$ cat src/rtl/updown_count_decoder.sv
// updown_count_decoder: passive monitor that recovers direction, steps, wraps, holds,
// reversals and illegal jumps from a sampled up/down count bus.
// Optional: define UPDOWN_COUNT_DECODER_ERR_CNT_EN to build the saturating err_cnt register.
module updown_count_decoder #(
   parameter int WIDTH = 4,
   parameter int RUN_W = 8
) (
   input  logic             clk,
   input  logic             rst,
   input  logic             en,
   input  logic [WIDTH-1:0] count,
   output logic             dir,
   output logic             dir_valid,
   output logic             step_up,
   output logic             step_down,
   output logic             wrap_up,
   output logic             wrap_down,
   output logic             hold,
   output logic             reversal,
   output logic             err,
   output logic [RUN_W-1:0] run_len,
   output logic [7:0]       err_cnt
);
   typedef enum logic [1:0] {IDLE, PRIMED, UP, DOWN} state_e;
   state_e           state_q;
   logic [WIDTH-1:0] prev_q, delta;
   logic [RUN_W-1:0] run_q, run_inc;
   logic             dir_q, dir_valid_q, step_up_q, step_down_q, wrap_up_q, wrap_down_q;
   logic             hold_q, reversal_q, err_q;
   logic             is_up, is_dn, is_hold, is_err;
   // Classify the step; a 1-bit bus resolves its ambiguous delta from the current direction
   always_comb begin
      delta   = count - prev_q;
      is_up   = (delta == WIDTH'(1)) && ((WIDTH > 1) || state_q == UP || state_q == PRIMED);
      is_dn   = (&delta) && !is_up;
      is_hold = delta == '0;
      is_err  = !(is_up || is_dn || is_hold);
      run_inc = (&run_q) ? run_q : run_q + RUN_W'(1);
   end
   // Decoder FSM with registered direction, run length and one-cycle pulses
   always_ff @(posedge clk or negedge rst) begin
      if (!rst) begin
         state_q     <= IDLE;
         prev_q      <= '0;
         run_q       <= '0;
         dir_q       <= 1'b0;
         dir_valid_q <= 1'b0;
         step_up_q   <= 1'b0;
         step_down_q <= 1'b0;
         wrap_up_q   <= 1'b0;
         wrap_down_q <= 1'b0;
         hold_q      <= 1'b0;
         reversal_q  <= 1'b0;
         err_q       <= 1'b0;
      end else begin
         step_up_q   <= 1'b0;
         step_down_q <= 1'b0;
         wrap_up_q   <= 1'b0;
         wrap_down_q <= 1'b0;
         hold_q      <= 1'b0;
         reversal_q  <= 1'b0;
         err_q       <= 1'b0;
         if (en) begin
            prev_q <= count;
            if (state_q == IDLE) begin
               state_q <= PRIMED;
            end else begin
               step_up_q   <= is_up;
               step_down_q <= is_dn;
               wrap_up_q   <= is_up && (&prev_q);
               wrap_down_q <= is_dn && (prev_q == '0);
               hold_q      <= is_hold;
               err_q       <= is_err;
               if (is_up) begin
                  state_q     <= UP;
                  dir_q       <= 1'b1;
                  dir_valid_q <= 1'b1;
                  reversal_q  <= state_q == DOWN;
                  run_q       <= state_q == UP ? run_inc : RUN_W'(1);
               end else if (is_dn) begin
                  state_q     <= DOWN;
                  dir_q       <= 1'b0;
                  dir_valid_q <= 1'b1;
                  reversal_q  <= state_q == UP;
                  run_q       <= state_q == DOWN ? run_inc : RUN_W'(1);
               end else if (is_err) begin
                  state_q     <= PRIMED;
                  dir_valid_q <= 1'b0;
                  run_q       <= '0;
               end
            end
         end
      end
   end
`ifdef UPDOWN_COUNT_DECODER_ERR_CNT_EN
   logic [7:0] err_cnt_q;
   // Saturating count of illegal jumps, cleared only by reset
   always_ff @(posedge clk or negedge rst) begin
      if (!rst) err_cnt_q <= '0;
      else if (en && state_q != IDLE && is_err && err_cnt_q != 8'hFF) err_cnt_q <= err_cnt_q + 8'd1;
   end
   assign err_cnt = err_cnt_q;
`else
   assign err_cnt = '0;
`endif
   assign dir       = dir_q;
   assign dir_valid = dir_valid_q;
   assign step_up   = step_up_q;
   assign step_down = step_down_q;
   assign wrap_up   = wrap_up_q;
   assign wrap_down = wrap_down_q;
   assign hold      = hold_q;
   assign reversal  = reversal_q;
   assign err       = err_q;
   assign run_len   = run_q;
endmodule

$ cat config.mk
export PLATFORM = sky130hd
export DESIGN_NAME = updown_count_decoder
export DESIGN_NICKNAME = d
export VERILOG_FILES = /design/src/rtl/updown_count_decoder.sv
export SDC_FILE = /design/constraint.sdc
export NUM_CORES = 1
export LEC_CHECK = 0
export ABC_AREA = 1
export CAP_MARGIN = 5
export CORE_MARGIN = 5
export CORE_UTILIZATION = 51
export CTS_CLUSTER_DIAMETER = 150
export DETAILED_ROUTE_END_ITERATION = 10
export PLACE_DENSITY = 0.79
export SYNTH_ARGS = -nofsm -noshare
export SYNTH_HDL_FRONTEND = slang
export SYNTH_SLANG_ARGS = --single-unit
$ cat constraint.sdc
create_clock -name clk -period 2 [get_ports clk]
set_input_delay 0.6 -clock clk [delete_from_list [all_inputs] [get_ports clk]]
set_output_delay 0.6 -clock clk [all_outputs]
set_load 0.01 [all_outputs]
-- Word-level counts from Yosys, hierarchy flattened
Index checks and enable logic that the tools add are counted.
Widths: inputs -> output; s select.
- bits in registers: 23
- logic and storage cells: 68
- equal/unequal tests: 5
- reductions and logical operators: 17
- $add $sub $neg: 2
- bitwise logic cells: 1
- mux-type cells: 31
- operators by type and width (kind ; number):
    $mux 8 ; 6
    $mux 1 ; 21
    $add 8x1->8 const B ; 1
    $logic_not 4->1 ; 2
    $mux 2 ; 4
    $reduce_and 4->1 ; 2
    $reduce_and 8->1 ; 1
    $reduce_and 3->1 ; 2
    $eq 2x2->1 const B ; 2
    $eq 4x1->1 const B ; 1
    $ne 4x3->1 const B ; 1
    $sub 4x4->4 ; 1
    $logic_and 1x1->1 ; 3
    $ne 3x3->1 const B ; 1
    $logic_not 1->1 ; 2
    $logic_not 2->1 ; 1
    $logic_or 1x1->1 ; 2
    $reduce_and 2->1 ; 1
    $reduce_bool 2->1 ; 1
    $not 1->1 ; 1

-- Depth between registers and ports, before layout
Gate-level depths: netlist (run 1).
- word-level depth: 10
- depth in mapped cells: 12

-- Least setup slack after synthesis (run 1)
Ideal clock, no wire load.
- path kind: input to register
- start point: in count[0]
- end point: reg run_q[2] (netlist: run_len[2])
- buffers on the path: 1
- setup slack: -63 ps
- arrival: 1947 ps
- stages on the path: 12
- data required time: 1884 ps
- path through: inv_1 ha_1 fa_1 xnor2_1 inv_1 nand3_2 inv_2 nand2_1 nand2_2 buf_6 nand2_1 nand2_1
- word-level cells in the longest chain between the ends: 8
- elaborated cells on any way between the ends: 12
- RTL lines (what ; RTL line ; source):
    start: declaration ; 11 ; input logic [WIDTH-1:0] count,
    $sub 4x4->4 * ; 33 ; delta = count - prev_q;
    $eq 4x1->1 ; 34 ; is_up = (delta == WIDTH'(1)) && ((WIDTH > 1) || state_q == UP || state_q == PRIMED);
    $logic_not 1->1 ; 35 ; is_dn = (&delta) && !is_up;
    $logic_and 1x1->1 ; 35 ;
    $logic_or 1x1->1 (2 in a row) ; 37 ; is_err = !(is_up || is_dn || is_hold);
    $ne 3x3->1 (no source line) ; - ;
    $reduce_and 3->1 (no source line) ; - ;
    end signal: assignment ; 79 ; run_q <= state_q == UP ? run_inc : RUN_W'(1);
    end signal: assignment ; 85 ; run_q <= state_q == DOWN ? run_inc : RUN_W'(1);
    end: declaration ; 27 ; logic [RUN_W-1:0] run_q, run_inc;
Mark *: on every way between the ends. The rest lies on a longest branch, timed or not.
A chain may end at the register's enable or synchronous reset.

-- Worst setup path in the final report (run 1)
- start point: in count[0]
- end point: reg run_q[6] (netlist: run_len[6])
The elaborated chain is that of the path after synthesis.

==> results.py, run 1 <==
metrics = {
    "run_status": {
        "outcome": "finished with violations",
        "failed_checks": "setup timing",
    },
    "power_and_ir_drop": {
        "pwr_density_cell_nw_per_um2": 612,
        "ir_worst_vdd_v": 0.000522,
        "leakage_nw": 1.08,
    },
    "worst_setup_path": {
        "r2r_end": "run_len[6]",
        "r2r-start": "prev_q[0]",
        "worstSetupPathType": "in -> reg",
        "reg2reg_depth": 11,
        "ff2ff_setup_slack_ns": 0.02,
        "critPathArrivalTime_ns": 2.22,
        "start_kind": "input port",
        "path_cells": "buf_6, buf_6, inv_12, ha_4, fa_2, xnor2_2, inv_1, nand3_2, inv_2, nand2_4, nand2_8, buf_12, nand2_1, nand2_1",
        "worstSetupEndpoint": "run_len[6]",
        "slowest_delay_ns": 0.40,
        "path_delay_family": "adder cells",
        "worstSetupStartpoint": "count[0]",
        "required_ns": 2.22,
        "slowest_stage": "fa_2",
        "path_buf_inv": 6,
        "end_kind": "flip-flop",
        "path_max_fanout": 5,
        "path_depth": 14,
    },
    "synthesis": {
        "synthesis.area_um2": 1550,
        "synth_seq_cells": 23,
        "synth_area_per_cell_um2": 6.88,
        "ys_types": 26,
        "netlist_instances": 225,
        "ys.warnings.count": 0,
        "ys_seq_area_frac": 0.372,
    },
    "sta": {
        "worst_slack_ns": -0.00596,
        "max_freq_mhz": 499,
        "hold_viol": 0,
        "setup_viol": 7,
        "slew_violations": 0,
        "post-route-period-util": 1.00,
        "post-route-min-period_ns": 2.01,
        "fin_worst_skew_ns": 0.00226,
        "rsz0062_at_grt": "true",
    },
    "finish": {
        "drive_gt1_frac": 0.198,
        "utilization": 0.687,
        "mostFrequentLayoutCell": "nand2_1",
        "final_cells": 295,
        "layout_common_cells": "nand2_1, inv_1, dfrtp_1",
        "syn_to_final_growth_pct": 32.3,
        "num_antenna_cells": 0,
        "nNetsFinal": 275,
    },
    "drt": {
        "totalWireLength_mm": 3.61,
        "num_vias": 1465,
        "drt_iter0_drc": 70,
        "wl_met1_mm": 1.57,
        "met2_length_mm": 1.82,
        "topRoutingLayerUsed": "met4",
        "drc": 0,
        "routedWlPerCell_um": 12.2,
        "vias_per_cell": 4.97,
        "routed-wl-met3_um": 175,
        "ant_nets": 0,
        "dr.pass1.iters": 4,
    },
    "cts": {
        "path_clk_slew_ns": 0.12,
        "clkLatencyLatePin_ns": 0.31,
        "ctsHoldBuffers": 0,
        "clk_path_buf_depth": 2,
        "clockRootBuffer": "clkbuf_4",
        "cts_tree": "built",
        "htreeDepth": 1,
        "cts_sinks": 23,
        "cts_buffers": 3,
    },
    "placed_design": {
        "dp_slack_ns": -0.811,
        "gp_congestion": 0.860,
        "dpl.hpwl_mm": 2.50,
        "portBuffers": 23,
        "placed_cells": 285,
    },
    "hold_path": {
        "hold_path_class": "reg -> reg",
        "whs_path_depth": 2,
    },
    "global_routing": {
        "grt_overflow": 0,
        "antenna_found_initial": 0,
        "groute.usage.overall": 0.174,
        "first_global_vias": 1301,
        "grt_max_degree": 24,
        "grt_first_pass_wirelength_mm": 5.88,
    },
    "floorplanning": {
        "die_h_um": 65.1,
        "core_area_um2": 2980,
        "num_rows": 20,
        "initial_utilization": 0.520,
        "io_pins": 32,
        "die_area_um2": 4240,
        "fp.dieW_um": 65.1,
    },
    "job": {
        "cap_viol_max_count": 0,
    },
}
==> worst min-delay path, delay by kind of cell (launching register included) <==
family	cells	cell delay, ns
DFF	1	0.37
and+or+nand+nor	2	0.11
==> cells by family (layout without fill, tap and decap cells) <==
family	after synthesis	after routing	share of synthesized area
buffers and inverters	39	69	0.126
adder cells (fa/ha/maj)	5	5	0.0453
AO/OA/AOI/OAI	15	15	0.0542
XOR/XNOR	3	3	0.0170
other	1	8	0.00242
flip-flops	23	23	0.372
AND/OR/NAND/NOR	139	139	0.383
==> state kept, by name, indices dropped and copies added (netlist names) <==
register,cells
step_down,1
err,1
dir,1
reversal,1
state_q,2
wrap_down,1
dir_valid,1
prev_q,4
hold,1
step_up,1
wrap_up,1
run_len,8
==> per-stage QoR <==
step	power, mW	TNS [ns]	area (um^2)	hold slack (ns)
after floorplan	0.800	-0.0319	1600	0.304
after global placement	0.938	-13.07	1860	0.482
after detailed placement	0.942	-13.41	1860	0.473
after CTS	1.20	0	1960	0.504
after global routing	1.34	-1.14	2050	0.546
final	1.25	-0.0209	2050	0.501
==> timing repair <==
item | in CTS | in global routing
pin swaps | 4 | 11
gates resized for setup | 17 | 19
setup endpoints to repair | 20 | 19
buffers inserted | 2 | 5
cloned | 1 | 0
endpoints found under the hold margin | 0 | 0
==> cell type report <==
| cell class | instances | area, um^2 |
|---|---|---|
| timing repair buffer | 38 | 384 |
| clock inverter | 1 | 5.00 |
| fill | 248 | 931 |
| sequential | 23 | 579 |
| inverter | 27 | 116 |
| multi-input combinational | 170 | 898 |
| tap | 33 | 41.3 |
| clock buffer | 3 | 22.5 |
==> power breakdown <==
group          switching, mW  total (mW)  internal [mW]
clock network          0.138       0.213         0.0748
logic                  0.278       0.495          0.218
registers             0.0339       0.543          0.509
total                  0.450        1.25          0.802
==> worst min-delay path by stage <==
stage	from	end	slack (ns)
floorplan	rst	dir	0.30
global placement	dir_valid	dir_valid	0.48
detailed placement	dir	dir	0.47
CTS	dir	dir	0.50
global route	dir	dir	0.55
finish	dir	dir	0.50
==> metal layers <==
metal / track usage / up-vias
met5: 0 / -
met4: 0.0544 / 0
met3: 0.0342 / 6
met2: 0.282 / 39
met1: 0.236 / 670
li1: - / 750
==> cells in the mapped netlist <==
| master | instances | share of area |
|---|---|---|
| nor2_1 | 15 | 0.036 |
| nand2_2 | 1 | 0.0040 |
| buf_4 | 9 | 0.044 |
| dfrtp_1 | 23 | 0.37 |
| ha_1 | 4 | 0.032 |
| a21oi_2 | 1 | 0.0057 |
| nor3_1 | 2 | 0.0065 |
| buf_6 | 2 | 0.015 |
| nand3_1 | 16 | 0.052 |
| inv_1 | 23 | 0.056 |
| nor3_2 | 2 | 0.013 |
| or2_2 | 1 | 0.0040 |
| nand3_2 | 2 | 0.013 |
| o21ai_0 | 6 | 0.019 |
| inv_2 | 4 | 0.0097 |
| nor2_4 | 2 | 0.015 |
| clkbuf_1 | 1 | 0.0024 |
| a21oi_1 | 6 | 0.019 |
| nand3b_1 | 1 | 0.0049 |
| nand2_1 | 97 | 0.24 |
| xnor2_1 | 2 | 0.011 |
| xor2_1 | 1 | 0.0057 |
| conb_1 | 1 | 0.0024 |
| o211ai_1 | 1 | 0.0049 |
| fa_1 | 1 | 0.013 |
| o21bai_1 | 1 | 0.0049 |
No activity file was read; power rests on OpenSTA's default activity.
==> run 2, diff against run 1 <==
Settings changed: ABC_AREA 1 to default, CORE_UTILIZATION 51 to 48, PLACE_DENSITY 0.79 to 0.77.
==> run 2 against run 1 <==
Effect of this change: the flow still finishes with violations (setup timing); wire length fell by 9.4%; non-clock buffer count increased by 8; design area shrank 12%; power shrank 2.3%; clock skew rose by 0.0046 ns; sequential power is 2% higher; clock power is 4% higher; first-iteration DRC count decreased by 47%; largest power group unchanged.
==> results.py, run 2 <==
metrics = {
    "drt": {
        "dr.pass1.iters": 4,
        "routedWlPerCell_um": 15.7,
        "drc": 0,
        "totalWireLength_mm": 3.27,
        "ant_nets": 0,
        "drt_iter0_drc": 37,
        "vias_per_cell": 5.51,
        "num_vias": 1147,
    },
    "global_routing": {
        "groute.usage.overall": 0.179,
        "busiest_layer": "met2",
        "grt_max_degree": 24,
        "first_global_vias": 1134,
        "gr-usage-met1": 0.224,
        "use_met3": 0.0314,
        "antenna_found_initial": 0,
        "grt_first_pass_wirelength_mm": 5.07,
        "grt_util_met2": 0.311,
        "grt_overflow": 0,
    },
    "power_and_ir_drop": {
        "pwr_density_cell_nw_per_um2": 682,
        "power.total_mw": 1.22,
        "leakage_nw": 0.789,
        "ir_worst_vdd_v": 0.000517,
    },
    "placed_design": {
        "dpl.hpwl_mm": 2.28,
        "place_area_um2": 1690,
        "dp_slack_ns": -0.999,
        "gp_congestion": 0.918,
        "placed_cells": 197,
        "portBuffers": 23,
    },
    "synthesis": {
        "synth_mux_area_frac": 0.0334,
        "ys.warnings.count": 0,
        "ys.flop_type": "dfrtp_1",
        "synthesis.area_um2": 1270,
        "yosysMostFrequentCell": "dfrtp_1",
        "synthTopCellsByCount": "dfrtp_1, nand2_1, o21ai_0",
        "synth-xor-area-share": 0.0206,
        "ys_types": 37,
        "synth_top_family_by_area": "compound AO/OA/AOI/OAI gates",
        "ys_seq_area_frac": 0.452,
        "synth_top_area_share": 0.452,
        "synth_compound_area_frac": 0.186,
        "synth_area_per_cell_um2": 9.64,
        "yosys.area.top_type": "dfrtp_1",
        "synth_seq_cells": 23,
        "synthTopCellsByArea": "dfrtp_1, buf_4, o21ai_0",
        "synth_adder_area_share": 0.0551,
        "synth_edf_count": 0,
        "synthSimpleGateAreaFrac": 0.167,
        "async_flop_share": 1.00,
        "netlist_instances": 132,
    },
    "finish": {
        "layout_common_cells": "dfrtp_1, buf_4, clkdlybuf4s50_1",
        "largest_reg_flops": 8,
        "syn_to_final_growth_pct": 40.9,
        "design_area_um2": 1790,
        "final_cells": 208,
        "n_fill_cell": 193,
        "num_antenna_cells": 0,
        "drive_gt1_frac": 0.270,
        "nNetsFinal": 191,
        "mostFrequentLayoutCell": "dfrtp_1",
    },
    "sta": {
        "slew_violations": 0,
        "hold_viol": 0,
        "rsz0062_at_grt": "true",
        "setup_viol": 9,
        "whs_ns": 0.513,
        "worst_slack_ns": -0.141,
        "post-route-min-period_ns": 2.14,
        "max_freq_mhz": 467,
        "fin_worst_skew_ns": 0.00685,
        "post-route-period-util": 1.07,
    },
    "floorplanning": {
        "io_pins": 32,
        "die_h_um": 61.5,
        "num_rows": 18,
        "core_area_um2": 2500,
        "die_area_um2": 3780,
        "initial_utilization": 0.509,
        "fp.dieW_um": 61.5,
    },
    "worst_setup_path": {
        "worstSetupPathType": "reg -> reg",
        "start_kind": "flip-flop",
        "required_ns": 2.26,
        "critPathArrivalTime_ns": 2.40,
        "end_kind": "flip-flop",
        "path_max_fanout": 8,
    },
    "run_status": {
        "outcome": "finished with violations",
        "failed_checks": "setup timing",
    },
    "cts": {
        "cts_buffers": 3,
        "ctsHoldBuffers": 0,
        "path_clk_slew_ns": 0.13,
        "clkLatencyLatePin_ns": 0.32,
        "clockRootBuffer": "clkbuf_4",
        "htreeDepth": 1,
        "cts_sinks": 23,
        "cts_tree": "built",
        "clk_path_buf_depth": 2,
    },
    "hold_path": {
        "hold_path_class": "reg -> reg",
    },
    "job": {
        "cap_viol_max_count": 0,
    },
}
-- run 2: cell count changes in the layout (fill, tap and decap cells not counted), sizes merged, moves of 3 or more --
cell,delta
a41oi,+3
and3,+4
buf,+10
inv,-19
nand2,-86
nand3,-12
nand4,+4
nor2,-10
o21ai,+7
-- run 2: worst max-delay path: stages, from the launching register on --
cell     delay, ns
dfrtp_1       0.43
ha_4          0.17
fa_2          0.39
xor2_2        0.16
and2_4        0.20
nand3_1       0.13
mux2i_4       0.28
o21ai_1       0.15
a21oi_1       0.16
-- run 2: final cells by class --
class                           count  area [um^2]  share of cell area
Multi-Input combinational cell     97          712               0.397
Timing Repair Buffer               46          398               0.222
Clock inverter                      1         5.00             0.00279
Tap cell                           30         37.5              0.0209
Inverter                            8         42.5              0.0237
Sequential cell                    23          576               0.321
Clock buffer                        3         22.5              0.0126
-- run 2: logic make-up after synthesis --
kind of cell | count (synthesis)
fa+ha+maj | 5
other cells | 1
compound gates | 35
simple gates | 42
xor+xnor | 3
buf+inv | 19
mux | 4
flops | 23
-- run 2: timing repair --
| item | CTS | global route |
|---|---|---|
| endpoints found under the setup margin | 19 | 21 |
| gates cloned | 0 | 0 |
| setup buffers | 4 | 3 |
| resized for setup | 23 | 1 |
| pin swaps | 8 | 4 |
-- run 2: path summary, 6_finish.rpt --
path | start | end | slack [ns] | depth (start not counted)
worst min-delay path | dir_valid | dir_valid | 0.51 | 1
worst min register to register | dir_valid | dir_valid | 0.51 | 1
worst max register to register | prev_q[0] | run_len[4] | -0.14 | 8
min in group asynchronous | rst | dir_valid | 0.61 | 2
worst max-delay path | prev_q[0] | run_len[4] | -0.14 | 8
max in group asynchronous | rst | prev_q[1] | 1.16 | 2
-- run 2: metal layers --
| layer | wire [um] | vias to the layer above | part of all wire |
|---|---|---|---|
| met4 | 73 | 0 | 0.022 |
| met2 | 1650 | 46 | 0.50 |
| met5 | 0 | - | 0 |
| met1 | 1350 | 552 | 0.41 |
| li1 | - | 543 | - |
| met3 | 199 | 6 | 0.061 |
-- run 2: metrics by stage --
step / utilization / setup TNS (ns)
3_3_place_gp: 0.675 / -15.16
2_1_floorplan: - / -1.12
4_1_cts: 0.705 / -0.750
5_1_grt: 0.717 / -2.30
6_report: 0.717 / -0.878
3_5_place_dp: 0.675 / -16.50
-- run 2: report_power, final --
group / internal [mW] / switching (mW)
clock: 0.0750 / 0.146
sequential: 0.511 / 0.0438
combinational: 0.236 / 0.212
